### src/rtl/cascade_counter.sv
// -----------------------------------------------------------------------------
// cascade_counter
//
// Two-stage cascaded counter on a single clock. Stage A is a programmable-modulo
// up counter (0..A_MAX). Stage B is an up/down counter that steps once per
// stage-A terminal count. Stage A drives stage B through a clock-enable, not
// through a derived clock.
//
// Optional feature (compile-time macro):
//   CASCADE_CNT_SAT_EN  defined   -> B saturates at all 1s (up) / 0 (down), and
//                                    b_wrap pulses on every step attempted while
//                                    B is saturated.
//                       undefined -> B wraps modulo 2**WIDTH_B.
//
// Ports:
//   i_clk        in   1        single clock, all state updates on posedge
//   i_reset      in   1        synchronous, active-high
//   i_en         in   1        count enable for the whole cascade
//   i_load       in   1        synchronous load: A <= 0, B <= i_b_load_val
//   i_b_load_val in   WIDTH_B  value loaded into B on load
//   i_b_up       in   1        B direction: 1 = up, 0 = down
//   o_a_cnt      out  WIDTH_A  stage A count (registered)
//   o_b_cnt      out  WIDTH_B  stage B count (registered)
//   o_a_tc       out  1        combinational terminal count of stage A
//   o_b_wrap     out  1        registered 1-cycle pulse: B wrapped/saturated
// -----------------------------------------------------------------------------
module cascade_counter #(
    parameter int unsigned        WIDTH_A = 4,
    parameter int unsigned        WIDTH_B = 4,
    parameter int unsigned        A_MAX   = 15,
    parameter logic [WIDTH_B-1:0] B_RST   = {WIDTH_B{1'b1}}
) (
    input  logic               i_clk,
    input  logic               i_reset,
    input  logic               i_en,
    input  logic               i_load,
    input  logic [WIDTH_B-1:0] i_b_load_val,
    input  logic               i_b_up,
    output logic [WIDTH_A-1:0] o_a_cnt,
    output logic [WIDTH_B-1:0] o_b_cnt,
    output logic               o_a_tc,
    output logic               o_b_wrap
);

    localparam logic [WIDTH_A-1:0] AMaxVal = WIDTH_A'(A_MAX);
    localparam logic [WIDTH_A-1:0] AOne    = WIDTH_A'(1);
    localparam logic [WIDTH_B-1:0] BOne    = WIDTH_B'(1);

    logic [WIDTH_A-1:0] r_a_cnt;
    logic [WIDTH_B-1:0] r_b_cnt;
    logic               r_b_wrap;

    logic [WIDTH_A-1:0] w_a_nxt;
    logic [WIDTH_B-1:0] w_b_nxt;
    logic               w_b_wrap_nxt;
    logic               w_a_at_max;
    logic               w_a_tc;
    logic               w_b_all1;
    logic               w_b_zero;

    // Out-of-range A values (A_MAX changed illegally) never match here, so A
    // runs on to all 1s and wraps naturally without a terminal count.
    assign w_a_at_max = (r_a_cnt == AMaxVal);
    assign w_a_tc     = i_en & w_a_at_max & ~i_load & ~i_reset;
    assign w_b_all1   = &r_b_cnt;
    assign w_b_zero   = ~|r_b_cnt;

    always_comb begin
        w_a_nxt      = r_a_cnt;
        w_b_nxt      = r_b_cnt;
        w_b_wrap_nxt = 1'b0;
        if (i_load) begin
            w_a_nxt = '0;
            w_b_nxt = i_b_load_val;
        end else if (i_en) begin
            if (w_a_at_max) begin
                // B steps on the same edge that A rolls over.
                w_a_nxt = '0;
                if (i_b_up) begin
                    w_b_wrap_nxt = w_b_all1;
`ifdef CASCADE_CNT_SAT_EN
                    if (!w_b_all1) begin
                        w_b_nxt = r_b_cnt + BOne;
                    end
`else
                    w_b_nxt = r_b_cnt + BOne;
`endif
                end else begin
                    w_b_wrap_nxt = w_b_zero;
`ifdef CASCADE_CNT_SAT_EN
                    if (!w_b_zero) begin
                        w_b_nxt = r_b_cnt - BOne;
                    end
`else
                    w_b_nxt = r_b_cnt - BOne;
`endif
                end
            end else begin
                w_a_nxt = r_a_cnt + AOne;
            end
        end
    end

    always_ff @(posedge i_clk) begin
        if (i_reset) begin
            r_a_cnt  <= '0;
            r_b_cnt  <= B_RST;
            r_b_wrap <= 1'b0;
        end else begin
            r_a_cnt  <= w_a_nxt;
            r_b_cnt  <= w_b_nxt;
            r_b_wrap <= w_b_wrap_nxt;
        end
    end

    assign o_a_cnt  = r_a_cnt;
    assign o_b_cnt  = r_b_cnt;
    assign o_a_tc   = w_a_tc;
    assign o_b_wrap = r_b_wrap;

endmodule

### config.mk
export PLATFORM = sky130hd
export DESIGN_NAME = cascade_counter
export DESIGN_NICKNAME = d
export VERILOG_FILES = /design/src/rtl/cascade_counter.sv
export SDC_FILE = /design/constraint.sdc
export NUM_CORES = 1
export LEC_CHECK = 0
export CAP_MARGIN = 20
export CORE_AREA = 2 2 39 41
export CTS_BUF_LIST = sky130_fd_sc_hd__clkbuf_4
export DETAILED_ROUTE_END_ITERATION = 8
export DIE_AREA = 0 0 41 43
export GPL_TIMING_DRIVEN = 0
export PLACE_DENSITY = 0.71
export SKIP_CTS_REPAIR_TIMING = 1
export SYNTH_ARGS = -nofsm -noshare
export SYNTH_HDL_FRONTEND = slang
export SYNTH_SLANG_ARGS = --single-unit
### constraint.sdc
create_clock -name i_clk -period 2.4 [get_ports i_clk]
set_clock_uncertainty 0.05 [all_clocks]
set_input_delay 0.36 -clock i_clk [delete_from_list [all_inputs] [get_ports i_clk]]
set_output_delay 0.36 -clock i_clk [all_outputs]
set_load 0.005 [all_outputs]
* Word-level counts from Yosys, hierarchy flattened
Index checks and enable logic that the tools add are counted.
** Storage, ports and cells
- Register bits after elaboration :: 9
- Bits in latches :: 0
- Bits in writable memories :: 0
- Bits in read-only memories :: 0
- Output and inout bits :: 10
- Word-level logic and storage cells :: 28
- Memories :: 0
** Cells by class
- $add $sub $neg :: 3
- Multipliers :: 0
- Divide/modulo/power cells :: 0
- Order comparisons :: 0
- Eq/ne operators :: 1
- Shifts and indexed selects :: 0
- Mux-type cells :: 6
- Bitwise operators :: 7
- Reduce and logical (&&, ||, !) cells :: 8
** Operator list (count)
- $mux 4 :: 5
- $add 4x1->4 const B :: 2
- $reduce_or 4->1 :: 2
- $eq 4x4->1 const B :: 1
- $not 1->1 :: 4
- $reduce_and 4->1 :: 1
- $reduce_bool 2->1 :: 2
- $sub 4x1->4 const B :: 1
- $and 1x1->1 :: 3
- $reduce_and 2->1 :: 1
- $reduce_or 2->1 :: 1
- $logic_not 1->1 :: 1
- $mux 1 :: 1

* Longest topological paths before layout
- Word-level depth :: 5
- Depth in mapped cells :: 6
- Gate-level depth less buffers :: 6

* Worst setup path before layout
OpenSTA, ideal clock, no wires.
- Path kind :: input -> register
- Start :: input i_b_up
- End :: register r_b_cnt[3] (netlist: o_b_cnt[3])
- Setup time :: 0.125 ns
- Arrival time :: 1.873 ns
- Data required time :: 2.225 ns
- Path slack :: 0.352 ns
- Stages on the path :: 6
- Cells stage by stage :: inv_1 > ha_1 > and3_1 > or4_4 > and3_1 > o41a_1
** Between the ends
- Longest elaborated chain between the ends :: 4
** RTL lines
- start: declaration :: line 38 : input logic i_b_up,
- $mux 4 :: line 79 : if (i_b_up) begin
- $mux 4 :: line 76 : if (w_a_at_max) begin
- $mux 4 :: line 75 : end else if (i_en) begin
- $mux 4 :: line 72 : if (i_load) begin
- end signal: assignment :: line 111 : r_b_cnt <= w_b_nxt;
- end: declaration :: line 50 : logic [WIDTH_B-1:0] r_b_cnt;
Every way passes these cells. The select of a mux whose other input is x is not followed.
A chain may end at the register's enable or synchronous reset.

* Worst setup path in the final report
- Start :: input i_en
- End :: output o_a_tc
** Between the ends
- Longest elaborated chain between the ends :: 3
** RTL lines
- start: declaration :: line 35 : input logic i_en,
- $and 1x1->1 (3 in series) :: line 64 : assign w_a_tc = i_en & w_a_at_max & ~i_load & ~i_reset;
- end: declaration :: line 41 : output logic o_a_tc,
Every way passes these cells.

==> results by group <==
Route
  – DRT iter0 DRCs: 4
  – Drt total wl: 1030 µm
  – Drt pass-1 iters: 2
  – Residual DRC count: 0
  – Via count: 472
  – Vias/cell: 5.24
  – Post-route ant nets: 0
  – Routed WL per cell: between 10 and 15 µm

Die
  – Num ports: 19
  – Die height: 43 µm
  – Initial core utilization: a little under two fifths
  – Core box area: 1380 µm²
  – Die width: 41 µm
  – Cell Rows: 14
  – Die area: 1760 µm²

Critical path
  – Critical Path AT: 1.88 ns
  – CP endpoint kind: output port
  – Required time worst endpoint: 1.99 ns
  – CP Launch Type: primary input
  – Capturing point of the worst reg2reg path: o_b_cnt[3]
  – CP startpoint: i_en
  – WS Path Type: primary input to output port
  – Crit-path max FO: 6
  – Reg2reg start: o_a_cnt[0]
  – R2r worst-path depth: 5
  – Reg2Reg Setup Slack: roughly 0.39 ns

Clock tree
  – Clock Tree Buf Depth: 2
  – CTS clk-pin slew, worst paths: 0.06 ns
  – H-tree Lvls: 1
  – Clk sink count: 9
  – Clk Latency, worst-skew pair: 0.26 ns
  – CTS tree: yes
  – CTS buffer count: 3
  – Clock Tree Root: clkbuf_4

STA
  – Endpoints failing setup: 0
  – Final worst-path cycle share: 95.4%
  – Min Tclk post-route: 2.29 ns
  – Setup ws final: ~0.11 ns
  – Fmax: 437 MHz
  – Relative slew slack: 68.8%
  – RSZ-0062 raised after global routing: no
  – Final Hold Viols: 0
  – Worst Max-Slew Pin Slew: 0.468 ns
  – Fin. max-slew vios: 0
  – Fin Hold WS: 0.464 ns

Global route
  – GRT Util Overall: 14.8%
  – Initial antenna violation count: 0
  – Largest net degree at the start of global routing: 11
  – First-pass GRT wire length: approximately 1800 µm
  – Vias in the first global route: 415
  – GRT Residual Overflow: 0

Yosys
  – Post-synth EDFFs: 0
  – Syn_nets: 67
  – Most instantiated cells after synthesis: dfxtp_1 (9), nor2_1 (6)
  – Post-synth top flop: dfxtp_1
  – Mapped cell area: 519 µm²
  – Asr flop ratio synth: 0%
  – Post-Synthesis Cells: 54
  – Distinct cell type count after synthesis: 27
  – Yosys warnings: 0
  – #FFs+latches synth: 9
  – Synth top area cells: dfxtp_1 (35%), ha_1 (7.2%), mux2i_1 (5.8%), xnor2_1 (5.1%), nor2_1 (4.3%)
  – Mean post-synth cell area: between 9 and 10 µm²
  – Sequential fraction of the synthesis area: 34.7%
  – Area share of the largest cell type after synthesis: 34.7%
  – Synth area leader: dfxtp_1
  – Top-count cell post-synth: dfxtp_1

Placement
  – RePlAce Congestion: 0.651
  – DP HPWL: 802 µm
  – Dpl ws: -0.286 ns
  – Cells after DPL: 86
  – PortBufs: 16

Hold path
  – Worst hold path class: primary input to flop
  – Hold Path Stages: 2
  – Hold Startpoint: i_reset
  – Min-Delay Endpoint: o_b_cnt[0]

Cells and area
  – Fillers: 127
  – Nets: 88
  – Sequential Area: around 180 µm²
  – Layout cells sized above 1: 14.9%
  – Fin cells: 90
  – Area taken by multi-input logic gates: 345 µm²
  – Ant. Diodes: 0
  – Area grow syn2layout: 44.3%

Pwr
  – VDD IR-drop max: 238 µV
  – Pleak: between 0.3 and 0.4 nW
  – PD cells: 471 nW/µm²

Job
  – Max Cap Violations: 0

Status
  – Status: finished clean
## flip-flops by register name, summed over array words and instances, names as in the netlist
register  count
o_a_cnt       4
o_b_cnt       4
o_b_wrap      1
## kinds of logic (layout without fill, tap and decap cells)
| group | count (synthesis) | count (layout) | share of synthesized area, % |
|---|---|---|---|
| flops | 9 | 9 | 34.7 |
| compound gates | 7 | 7 | 10.6 |
| fa+ha+maj | 4 | 4 | 11.1 |
| mux | 4 | 4 | 7.95 |
| buf+inv | 3 | 23 | 2.17 |
| xor+xnor | 5 | 5 | 8.44 |
| simple gates | 22 | 22 | 25.1 |
## layer usage
metal,part of all wire [%],routed length [µm],track usage [%],up-vias
met1,46,472,21.8,214
met2,46,477,19.4,15
met3,6.1,63,3.14,4
li1,-,-,-,239
met5,0,0,0,-
met4,1.8,19,8.00,0
## report_power, final
group	internal [mW]	switching, mW	leakage, nW
combinational	0.0373	0.0244	0.212
sequential	0.155	0.00766	0.0737
clock	0.0754	0.0536	0.0184
total	0.267	0.0857	0.304
## area by class of cell
type                            instances  share of cell area [%]
Multi-Input combinational cell         42                    46.1
Sequential cell                         9                    24.0
Timing Repair Buffer                   16                    21.7
Clock buffer                            4                    4.01
Tap cell                               16                    2.67
Buffer                                  2                    1.00
Inverter                                1                   0.501
## cells in the final DEF, fill, tap and decap left out, types with 2 or more instances in the layout
cell and instances:
and3_1 2, xnor2_1 3, nor3_1 2, nand2_1 2, nand2b_1 2, nor2_1 6, clkbuf_4 4, mux2i_1 3
xor2_1 2, clkdlybuf4s50_1 15, ha_1 2, dfxtp_1 9, clkbuf_1 2, nand4_1 2
## metrics by stage
step / total power [mW] / utilization [%] / TNS (ns) / cell area [µm²]
after global placement: 0.224 / 50.5 / -0.275 / 699
after floorplan: 0.197 / - / 0 / 519
after CTS: 0.352 / 52.7 / -0.0320 / 729
after detailed placement: 0.225 / 50.5 / -0.286 / 699
final: 0.353 / 54.2 / 0 / 749
after global routing: 0.371 / 54.2 / 0 / 749
## how the worst max path moves through the flow
stage,cells after the start,slack [ns],endpoint
2_1_floorplan,6,0.35,o_b_cnt[3]
3_3_place_gp,7,-0.28,o_b_cnt[3]
3_5_place_dp,7,-0.29,o_b_cnt[3]
4_1_cts,7,-0.03,o_b_cnt[3]
5_1_grt,4,0.03,o_a_tc
6_report,4,0.11,o_a_tc
## worst max-delay path, cell delays in order
cell,delay [ns]
clkdlybuf4s50_1,0.61
nand4_2,0.19
nor3_2,0.19
clkdlybuf4s50_1,0.53
(Power assumes the default switching activity.)
